**src/rtl/score_controller_if.sv**
```systemverilog
// Bus between the game-logic block and the score controller: control requests in,
// game state and BCD score/high-score digits out.
interface score_controller_if;
    logic       start;
    logic       pause;
    logic       collision;
    logic [1:0] state;
    logic [3:0] score_d0;
    logic [3:0] score_d1;
    logic [3:0] score_d2;
    logic [3:0] hi_d0;
    logic [3:0] hi_d1;
    logic [3:0] hi_d2;
    logic       score_tick;

    modport master (
        output start, pause, collision,
        input  state, score_d0, score_d1, score_d2, hi_d0, hi_d1, hi_d2, score_tick
    );

    modport slave (
        input  start, pause, collision,
        output state, score_d0, score_d1, score_d2, hi_d0, hi_d1, hi_d2, score_tick
    );
endinterface

```
**src/rtl/score_controller.sv**
```systemverilog
// Dinosaur-game score sequencer: IDLE/RUN/OVER state machine, prescaled BCD score
// counter saturating at 999, and a high score latched when a run ends.
module score_controller #(
    parameter int TICK_DIV = 10_000_000
) (
    input  logic               clk,
    input  logic               rst_n,
    score_controller_if.slave  bus
);
    typedef enum logic [1:0] {
        IDLE = 2'b00,
        RUN  = 2'b01,
        OVER = 2'b10
    } state_e;

    localparam logic [30:0] PRESC_LAST = 31'(TICK_DIV - 1);
    localparam logic [11:0] SCORE_MAX  = 12'h999;

    state_e      state_q, state_d;
    logic [30:0] presc_q, presc_d;
    logic [11:0] score_q, score_d;
    logic [11:0] hi_q, hi_d;
    logic        tick_q, tick_d;
    logic [11:0] score_inc;

    // Digit-wise BCD increment; only consumed when the score is below 999.
    always_comb begin
        score_inc = score_q;
        if (score_q[3:0] != 4'd9) begin
            score_inc[3:0] = score_q[3:0] + 4'd1;
        end else begin
            score_inc[3:0] = 4'd0;
            if (score_q[7:4] != 4'd9) begin
                score_inc[7:4] = score_q[7:4] + 4'd1;
            end else begin
                score_inc[7:4]  = 4'd0;
                score_inc[11:8] = score_q[11:8] + 4'd1;
            end
        end
    end

    always_comb begin
        state_d = state_q;
        presc_d = presc_q;
        score_d = score_q;
        hi_d    = hi_q;
        tick_d  = 1'b0;
        case (state_q)
            IDLE, OVER: begin
                if (bus.start) begin
                    state_d = RUN;
                    presc_d = '0;
                    score_d = '0;
                end
            end
            RUN: begin
                if (bus.collision) begin
                    state_d = OVER;
                    if (score_q > hi_q) begin
                        hi_d = score_q;
                    end
                end else if (!bus.pause) begin
                    if (presc_q == PRESC_LAST) begin
                        presc_d = '0;
                        // Saturated score keeps the prescaler cycling but emits no tick.
                        if (score_q != SCORE_MAX) begin
                            score_d = score_inc;
                            tick_d  = 1'b1;
                        end
                    end else begin
                        presc_d = presc_q + 31'd1;
                    end
                end
            end
            default: state_d = IDLE;
        endcase
    end

    always_ff @(posedge clk or negedge rst_n) begin
        if (!rst_n) begin
            state_q <= IDLE;
            presc_q <= '0;
            score_q <= '0;
            hi_q    <= '0;
            tick_q  <= 1'b0;
        end else begin
            state_q <= state_d;
            presc_q <= presc_d;
            score_q <= score_d;
            hi_q    <= hi_d;
            tick_q  <= tick_d;
        end
    end

    assign bus.state      = state_q;
    assign bus.score_d0   = score_q[3:0];
    assign bus.score_d1   = score_q[7:4];
    assign bus.score_d2   = score_q[11:8];
    assign bus.hi_d0      = hi_q[3:0];
    assign bus.hi_d1      = hi_q[7:4];
    assign bus.hi_d2      = hi_q[11:8];
    assign bus.score_tick = tick_q;
endmodule

```
**src/flat_wrapper.sv**
```systemverilog
// flat-port wrapper written by rule: the top's interface ports become plain ports
module score_controller_flat 
#(
    parameter int TICK_DIV = 10_000_000
)
  (clk, rst_n, bus_start, bus_pause, bus_collision, bus_state, bus_score_d0, bus_score_d1, bus_score_d2, bus_hi_d0, bus_hi_d1, bus_hi_d2, bus_score_tick);
  score_controller_if bus_i ();
  input  logic clk;
  input  logic rst_n;
  input wire logic [$bits(bus_i.start)-1:0] bus_start;
  input wire logic [$bits(bus_i.pause)-1:0] bus_pause;
  input wire logic [$bits(bus_i.collision)-1:0] bus_collision;
  output wire logic [$bits(bus_i.state)-1:0] bus_state;
  output wire logic [$bits(bus_i.score_d0)-1:0] bus_score_d0;
  output wire logic [$bits(bus_i.score_d1)-1:0] bus_score_d1;
  output wire logic [$bits(bus_i.score_d2)-1:0] bus_score_d2;
  output wire logic [$bits(bus_i.hi_d0)-1:0] bus_hi_d0;
  output wire logic [$bits(bus_i.hi_d1)-1:0] bus_hi_d1;
  output wire logic [$bits(bus_i.hi_d2)-1:0] bus_hi_d2;
  output wire logic [$bits(bus_i.score_tick)-1:0] bus_score_tick;
  assign bus_i.start = bus_start;
  assign bus_i.pause = bus_pause;
  assign bus_i.collision = bus_collision;
  assign bus_state = bus_i.state;
  assign bus_score_d0 = bus_i.score_d0;
  assign bus_score_d1 = bus_i.score_d1;
  assign bus_score_d2 = bus_i.score_d2;
  assign bus_hi_d0 = bus_i.hi_d0;
  assign bus_hi_d1 = bus_i.hi_d1;
  assign bus_hi_d2 = bus_i.hi_d2;
  assign bus_score_tick = bus_i.score_tick;
  score_controller #(.TICK_DIV(TICK_DIV)) u_core (.clk(clk), .rst_n(rst_n), .bus(bus_i));
endmodule
```
**config.mk**
```make
export PLATFORM = sky130hd
export DESIGN_NAME = score_controller_flat
export DESIGN_NICKNAME = d
export VERILOG_FILES = /design/src/rtl/score_controller_if.sv /design/src/rtl/score_controller.sv /design/src/flat_wrapper.sv
export SDC_FILE = /design/constraint.sdc
export NUM_CORES = 1
export LEC_CHECK = 0
export ABC_AREA = 1
export ABC_CLOCK_PERIOD_IN_PS = 2400
export CORE_UTILIZATION = 50
export DETAILED_ROUTE_END_ITERATION = 8
export GPL_ROUTABILITY_DRIVEN = 0
export PLACE_DENSITY = 0.7
export SLEW_MARGIN = 10
export SYNTH_ARGS = -nofsm -noshare
export SYNTH_HDL_FRONTEND = slang
export SYNTH_SLANG_ARGS = --single-unit
```
**constraint.sdc**
```tcl
create_clock -name clk -period 2.4 [get_ports clk]
set_input_delay 0.24 -clock clk [delete_from_list [all_inputs] [get_ports clk]]
set_output_delay 0.24 -clock clk [all_outputs]
set_load 0.03 [all_outputs]
```
== Word-level counts from Yosys, hierarchy flattened ==
Cells that the tools add are included.

* Output and inout port bits: 27
* Input bits: 5
* Word-level logic and storage cells: 58
* Bits in registers: 58

* Add/sub/neg operators: 4
* Equality and inequality tests: 14
* Mux-type cells: 23
* $lt $le $gt $ge: 1
* Reduce and logical (&&, ||, !) cells: 9

{| class="wikitable"
|+ Operator list
! cell !! number
|-
| $mux 31 || 4
|-
| $pmux 31 s2 || 1
|-
| $mux 12 || 5
|-
| $add 31x1->31 const B || 1
|-
| $eq 31x24->1 const B || 1
|-
| $pmux 12 s2 || 1
|-
| $add 4x1->4 const B || 3
|-
| $gt 12x12->1 || 1
|-
| $mux 4 || 3
|-
| $ne 12x12->1 const B || 1
|-
| $ne 2x2->1 const B || 6
|-
| $mux 8 || 1
|-
| $ne 4x4->1 const B || 2
|-
| $reduce_and 8->1 || 1
|-
| $reduce_and 7->1 || 1
|-
| $reduce_and 6->1 || 1
|-
| $mux 1 || 5
|-
| $mux 2 || 2
|-
| $ne 2x1->1 const B || 2
|-
| $pmux 2 s2 || 1
|-
| $reduce_and 4->1 || 1
|-
| $reduce_and 3->1 || 1
|-
| $eq 2x1->1 const B || 1
|-
| $eq 2x2->1 const B || 1
|-
| other kinds (4) || 4
|}

== Depth between registers and ports, before layout ==
* Depth in word-level cells: 8
* Mapped depth: 11
* Gate-level depth less buffers: 11

== Worst setup path after synthesis ==
OpenSTA, ideal clock, no wires.

* Kind: reg2reg
* Start point: register u_core.hi_q[7]
* End point: register u_core.hi_q[4]
* Setup slack: 544 ps
* Period minus slack after synthesis: 1856 ps
* Required time: 2282 ps
* Stages on the path, launching flop included: 11
* Buffers on the path: 1
* Library setup time: 118 ps
* Data arrival time: 1738 ps
* Cells stage by stage: dfrtp_1 inv_1 ha_1 nand4_1 nor2_1 nand2_1 nand3_1 nand2_2 buf_4 nand2_1 nand2_1

* Word-level cells in the longest chain between the ends: 2

{| class="wikitable"
|+ Ends and longest elaborated chain
! element !! line !! RTL
|-
| from (decl) || score_controller.sv:22 || <nowiki>logic [11:0] hi_q, hi_d;</nowiki>
|-
| from (signal assigned) || score_controller.sv:90 || <nowiki>hi_q <= hi_d;</nowiki>
|-
| $gt 12x12->1 || score_controller.sv:59 || <nowiki>if (score_q > hi_q) begin</nowiki>
|-
| $reduce_and 3->1 (no line) || -- ||
|}

Every way passes these cells.
A chain may end at the register's enable or synchronous reset.

== Worst setup path in the final report ==
* Start point: register u_core.state_q[0], in the netlist u_core.bus.state[0]
* End point: register u_core.presc_q[8]

* Word-level cells in the longest chain between the ends: 4
* Elaborated cells between the ends (all ways): 10
* Classes of those cells: eq/ne: 5; mux: 1; reduce/logical: 4

{| class="wikitable"
|+ Ends and longest elaborated chain
! element !! line !! RTL
|-
| from (decl) || score_controller.sv:19 || <nowiki>state_e state_q, state_d;</nowiki>
|-
| from (signal assigned) || score_controller.sv:87 || <nowiki>state_q <= state_d;</nowiki>
|-
| $eq 2x2->1 / $logic_not 2->1 (equally long branches) || score_controller.sv:48 || <nowiki>case (state_q)</nowiki>
|-
| $reduce_or 2->1 || score_controller.sv:48 ||
|-
| $ne 2x2->1 (no line) / $reduce_bool 2->1 (equally long branches) || -- ||
|-
| $reduce_and 4->1 (no line) || -- ||
|-
| to (signal assigned) || score_controller.sv:88 || <nowiki>presc_q <= presc_d;</nowiki>
|-
| to (decl) || score_controller.sv:20 || <nowiki>logic [30:0] presc_q, presc_d;</nowiki>
|}

Parallel ways exist; a longest one is shown, timed or not.

==> results.toml <==
[grt]
first_global_vias = 3403
grt-busiest-layer = "met2"
track_usage_pct = 25.7
use_met1_pct = 32.3
antenna_found_initial = 0
grt_pass1_wl_um = 15400
grt.overflow.total = 0
use_met3_pct = 3.64
grtUsageMet2_pct = 43.4
grt_max_degree = 32

[worst_setup_path]
rr_worst_depth = 8
crit_slowest_cell = "dfrtp_1"
slowest_delay_ns = 0.38
critical_path_arrival_ns = 2.17
reg2reg_to = "u_core.presc_q[8]$_DFFE_PN0P_"
crit_type = "flip-flop to flip-flop"
rr_startpoint = "u_core.bus.state[0]$_DFFE_PN0P_"
cp_max_fo = 26
r2r_slack_ns = 0.45
cp.required_ns = 2.62
crit_top_cell = "nand2_2"
end_kind = "flip-flop"
path_cells = "inv_1 -> nor2_4 -> nand2_1 -> nand2_2 -> buf_4 -> nand2_2 -> inv_2 -> nor3_1"
crit_path_start_kind = "flip-flop"

[place]
pre_cts_ws_ns = 0.484
place_inst = 672
port-buffer-count = 31
dp_hpwl_um = 7100

[synthesis]
netlist.area_leader.share_pct = 38.6
yosys-top-cells-area = "dfrtp_1, nand2_1, nor2_1, ha_1, inv_1"
synth_edf_count = 0
yosysMostFrequentCell = "nand2_1"
synth_area_sq_mm = 0.00376
synthArstFlopShare_pct = 100
synth_warnings = 0
yosysUniqueCellTypes = 28
synth.net_count = 567
synth_flop_cell = "dfrtp_1"
netlist_instances = 543
yosysTopAreaCell = "dfrtp_1"
ys_ff_latch = 58
synth_area_per_cell_sq_um = 6.93
ys_top_cells_by_count = "nand2_1, nor2_1, inv_1"
seq_area_frac_synth_pct = 38.6

[drt]
drc_errors = 0
wl_per_cell_um = 13.6
drtIter0Drc = 214
drtAntennaViolNets = 0
drt-total-wl_um = 9360
vias = 3625
firstDrtPassIters = 5
vias_per_cell = 5.26

[die]
die_w_um = 88.7
die-area_sq_mm = 0.00788
start_util_pct = 51.9
die_h_um = 88.7
core.rowCount = 31
pin_count = 32
core_sq_mm = 0.00725

[finish]
drive_gt1_share_pct = 7.63
final_cell_count_no_fill = 689
layout.nets = 609
syn_to_final_growth_pct = 18.1
n_antenna_cell = 0
fillCellCount = 663

[flow_run]
drv_cap = 0

[outcome]
status = "complete, no violations"

[power]
power.switching_fraction_pct = 39.8
irDropWorstVdd_v = 0.000276
combPwrFrac_pct = 37.0
p_int_w = 0.00219
power.density_mw_per_mm2 = 819
clkPwrFrac_pct = 28.8
sequentialPowerShare_pct = 34.3
p_sw_w = 0.00145
p_leak_nw = 2.07

[sta]
fmax_mhz = 513
fin_crit_sh_pct = 81.2
finalSetupTns_ns = 0
slew_headroom_pct = 57.6
slew_viol_final = 0
grt_setup_unrepaired = "no"
worst_slack_ns = 0.451
fin_skew_ns = 0.0131
final-setup-viol-count = 0
tightest_slew_ns = 0.636
period_minus_slack_ns = 1.95
final_hold_viol_count = 0

[clock_tree]
htreeDepth = 3
cts_root_buffer = "clkbuf_8"
cts_tree = "done"
cts_resized = 0
clock_path_buffers = 2
cts_inserted_buffers = 9
clock_sinks = 58
hold_buffers = 1
insertion_delay_ns = 0.35
post_cts.repair.setup_buffers = 0
clkTransAtPathRegs_ns = 0.07

[hold_path]
hold_class = "input pin to async pin"
==> power by group through the flow <==
stage               clock [W]  sequential (W)  combinational (W)
floorplan                   0         0.00142           0.000687
global placement            0         0.00126            0.00132
detailed placement          0         0.00127            0.00135
CTS                   0.00106         0.00125            0.00135
global route          0.00109         0.00126            0.00150
finish                0.00105         0.00125            0.00134
==> flip-flops by register name, indices dropped and copies added, names as in the netlist <==
| signal | flops |
|---|---|
| u_core.presc_q | 31 |
| u_core.hi_q | 12 |
| u_core.score_q | 12 |
| u_core.bus.state | 2 |
| u_core.bus.score_tick | 1 |
==> cell usage in the layout (no fill, tap or decap) <==
cell type | netlist | layout
clkinvlp_4 | 0 | 2
nor2_4 | 3 | 3
clkbuf_8 | 0 | 10
buf_12 | 0 | 1
nor3b_1 | 1 | 1
inv_2 | 5 | 5
nand4_1 | 23 | 23
o21ai_1 | 5 | 5
buf_2 | 3 | 1
nand2_2 | 7 | 7
xor2_1 | 8 | 8
nand3_2 | 3 | 3
dfrtp_1 | 58 | 58
o21ai_0 | 17 | 17
clkinv_2 | 0 | 1
a21oi_1 | 11 | 11
xnor2_1 | 3 | 3
inv_6 | 0 | 1
nor2_1 | 90 | 90
ha_1 | 19 | 19
nand2_4 | 1 | 1
nor3_2 | 1 | 1
nand2_1 | 164 | 164
or2_2 | 1 | 1
nor2_2 | 1 | 1
nor4_1 | 2 | 2
nand3_1 | 37 | 37
buf_4 | 2 | 4
a21oi_2 | 1 | 1
nor3_1 | 13 | 13
and3_1 | 2 | 2
clkdlybuf4s50_1 | 0 | 30
dlygate4sd3_1 | 0 | 1
bufinv_16 | 0 | 2
inv_1 | 61 | 61
==> cells by family after synthesis <==
family / Yosys count / synth area share, %
simple gates: 349 / 40.4
compound gates: 34 / 4.62
xor+xnor: 11 / 2.56
buf+inv: 72 / 7.48
fa+ha+maj: 19 / 6.32
flops: 58 / 38.6
==> stage by stage <==
stage | power (W) | cell area [sq um] | util, % | hold WS [ns]
6_report | 0.00364 | 4440 | 61.3 | 0.440
5_1_grt | 0.00385 | 4440 | 61.3 | 0.532
4_1_cts | 0.00366 | 4440 | 61.3 | 0.458
3_5_place_dp | 0.00261 | 4210 | 58.0 | 0.296
3_3_place_gp | 0.00258 | 4210 | 58.0 | 0.292
2_1_floorplan | 0.00210 | 3760 | - | -0.0556
==> area by class of cell <==
class                      count  area, sq um  share of cell area (%)
timing repair buffer          37          365                    8.22
tap                           99          124                    2.79
clock inverter                 6         88.8                    2.00
clock buffer                  10          138                    3.10
multi-input combinational    413         2030                    45.7
inverter                      66          248                    5.57
sequential                    58         1450                    32.7
==> layer usage <==
| layer | up-vias | wire length, um | share of wire, % |
|---|---|---|---|
| met1 | 1686 | 4190 | 45 |
| met3 | 19 | 380 | 4.1 |
| met4 | 0 | 241 | 2.6 |
| li1 | 1822 | - | - |
| met2 | 98 | 4540 | 49 |
| met5 | - | 0 | 0 |
==> worst max-delay path by stage <==
stage / depth (start not counted) / endpoint / slack [ns] / start
2_1_floorplan: 10 / u_core.hi_q[4]$_DFFE_PN0P_ / 0.54 / u_core.hi_q[7]$_DFFE_PN0P_
3_3_place_gp: 8 / u_core.hi_q[5]$_DFFE_PN0P_ / 0.50 / u_core.score_q[7]$_DFFE_PN0P_
3_5_place_dp: 8 / u_core.hi_q[11]$_DFFE_PN0P_ / 0.48 / u_core.score_q[7]$_DFFE_PN0P_
4_1_cts: 8 / u_core.hi_q[11]$_DFFE_PN0P_ / 0.47 / u_core.score_q[7]$_DFFE_PN0P_
5_1_grt: 9 / u_core.score_q[11]$_DFFE_PN0P_ / 0.27 / u_core.score_q[1]$_DFFE_PN0P_
6_report: 8 / u_core.presc_q[8]$_DFFE_PN0P_ / 0.45 / u_core.bus.state[0]$_DFFE_PN0P_
==> worst max-delay path, delay by kind of cell (launching register included) <==
kind / cells / cell delay (ns)
buffers and inverters: 3 / 0.57
DFF: 1 / 0.38
and+or+nand+nor: 5 / 0.86
(Power assumes the default switching activity.)
==> edit: new RTL, same flow settings <==
Make the reset (`rst_n`) synchronous in one clocked block.
--- a/src/rtl/score_controller.sv
+++ b/src/rtl/score_controller.sv
@@ -76,7 +76,7 @@
         endcase
     end
 
-    always_ff @(posedge clk or negedge rst_n) begin
+    always_ff @(posedge clk) begin
         if (!rst_n) begin
             state_q <= IDLE;
             presc_q <= '0;
Behaviour: differs if rst_n is asserted again (counterexample within 4 cycles, from zero or initial values and one cycle with rst_n low); with rst_n held inactive, the same outputs for 10 cycles.
==> edit against the original RTL <==
Setup slack got worse by 0.053 ns. Via count down 5.8%. Wire length fell by 11%. Global-route usage shrank 2.4 points. Clock skew is 0.0050 ns lower. Area after synthesis is 1.8% lower. Maximum frequency is 2.6% lower. Final area decreased by 2.8%. Largest cell class unchanged. First-iteration DRC count is 22% lower. Sequential share of layout area shrank 5.8 points. Highest routed layer unchanged. Non-clock buffer count up 2. Sequential cell count unchanged.
Power is not compared: it rests on default switching activity, and its combinational part moved more than twofold at a synthesized area within 25%.
==> edit: results (changes against the original RTL) <==
Place
  – Final HPWL DP: 6.306 mm (-11%)
  – Cell count after placement: 668 (-0.60%)

CTS
  – Reg clk slew, reported paths: 0.07 ns (about the same)
  – Post-CTS resize count: 0 (unchanged)
  – CTS H-tree lvls: 3 (unchanged)
  – TritonCTS Buffers: 9 (unchanged)

Critical path
  – Critical path arrival: 2.23 ns (+0.06 ns)
  – Crit path max fanout: 12 (-54%)
  – Critical path's largest stage delay: 0.36 ns (-0.02 ns)
  – CP top delay family: simple AND/OR/NAND/NOR gates
  – CP max stage cell: dfxtp_1

Power and ir drop
  – Sequential power: 0.00100 W
  – Sw Pwr: ~0.00064 W

Timing
  – Worst Skew: 0.008086 ns (-0.005016 ns)
  – Slew @ Worst Pin: 0.4929 ns (-0.1431 ns)

GRT
  – First-pass GRT wire length: 13.96 mm (-9.2%)
  – Met1 Track Usage GR: 33.22% (+0.87 points)
  – GRT met3 Usage: 3.393% (-0.25 points)
  – Vias in the first global route: 3073 (-9.7%)
  – Initial antenna violation count: 0 (unchanged)
  – GRT Overall Usage: 23.37% (-2.4 points)
  – Largest net degree at the start of global routing: 27 (-16%)
  – Met2 Use GR: 35.31% (-8.1 points)

Logic synthesis
  – Top post-synthesis cells by area: dfxtp_1, nand2_1, nor2_1
  – Net Count, Synth: 568 (+0.18%)
  – Asr flop ratio synth: 0% (-100 points)
  – Cell variety after synth: 37 (+32%)
  – Post-synthesis sequential area ratio: 31.42% (-7.2 points)
  – Main synth FF type: dfxtp_1
  – Synth Instances: 544 (+0.18%)
  – Top post-synthesis cells by count: nand2_1, nor2_1, inv_1, dfxtp_1, a21oi_1

Finish
  – Antenna diodes: 0 (unchanged)
  – Nets: 607 (-0.33%)
  – Fill cells: 716 (+8.0%)
  – Layout cells sized above 1: 11.75% (+4.1 points)

Drt
  – Drt first pass iters: 4 (-1)
  – Routed via count: 3414 (-5.8%)
  – Initial DRC Count: 167 (-22%)
  – Drt total wl: 8.318 mm (-11%)
  – Wl on met1: 4.302 mm (+2.6%)
  – Wire per inst: 12.18 um (-10%)
  – Detail Route met2 WL: 3.589 mm (-21%)
  – DR WL met3: 286 um (-25%)

Status
  – Outcome: finished, final reports clean

Min path
  – Hold crit path type: reg2reg
## edit: cell count changes after synthesis, sizes merged, moves of 5 or more
cell / change
a21oi: +29
dfrtp: -58
nand4: -9
xor2: +5
nor2: -14
inv: +11
nand2: -35
o21ai: -10
nor3: +11
dfxtp: +58
## edit: cells by family after synthesis
logic type               synth area share (%)
AO/OA/AOI/OAI                           8.091
flip-flops                              31.41
AND/OR/NAND/NOR                         40.15
buffers and inverters                   10.12
adder cells (fa/ha/maj)                 6.432
XOR/XNOR                                3.792
## edit: worst min-delay path: cells and delay by family, from the launching register on
family | cells | cell delay, ns
compound gates | 1 | 0.05
simple gates | 1 | 0.06
flops | 1 | 0.32
## edit: final timing paths
path,startpoint,to,slack [ns],cells past startpoint
min reg2reg,u_core.hi_q[3],u_core.hi_q[3],0.48,2
max,u_core.hi_q[9],u_core.hi_q[9],0.40,9
max reg2reg,u_core.hi_q[9],u_core.hi_q[9],0.40,9
min,u_core.hi_q[3],u_core.hi_q[3],0.48,2
## edit: stage by stage
| stage | power [W] | setup WS (ns) | area (sq um) | util (%) |
|---|---|---|---|---|
| global route | 0.002413 | 0.09459 | 4318 | 61.85 |
| finish | 0.002293 | 0.3982 | 4318 | 61.85 |
| CTS | 0.002321 | 0.4179 | 4318 | 61.85 |
| floorplan | 0.001277 | 0.5679 | 3696 | - |
| detailed placement | 0.001379 | 0.3399 | 4114 | 58.92 |
| global placement | 0.001375 | 0.3905 | 4114 | 58.92 |
## edit: area by class of cell
class | count | area share (%)
Inverter | 79 | 6.983
Tap cell | 96 | 2.782
Clock inverter | 2 | 0.8114
Sequential cell | 58 | 26.89
Multi-Input combinational cell | 396 | 50.04
Clock buffer | 13 | 3.912
Timing Repair Buffer | 39 | 8.577
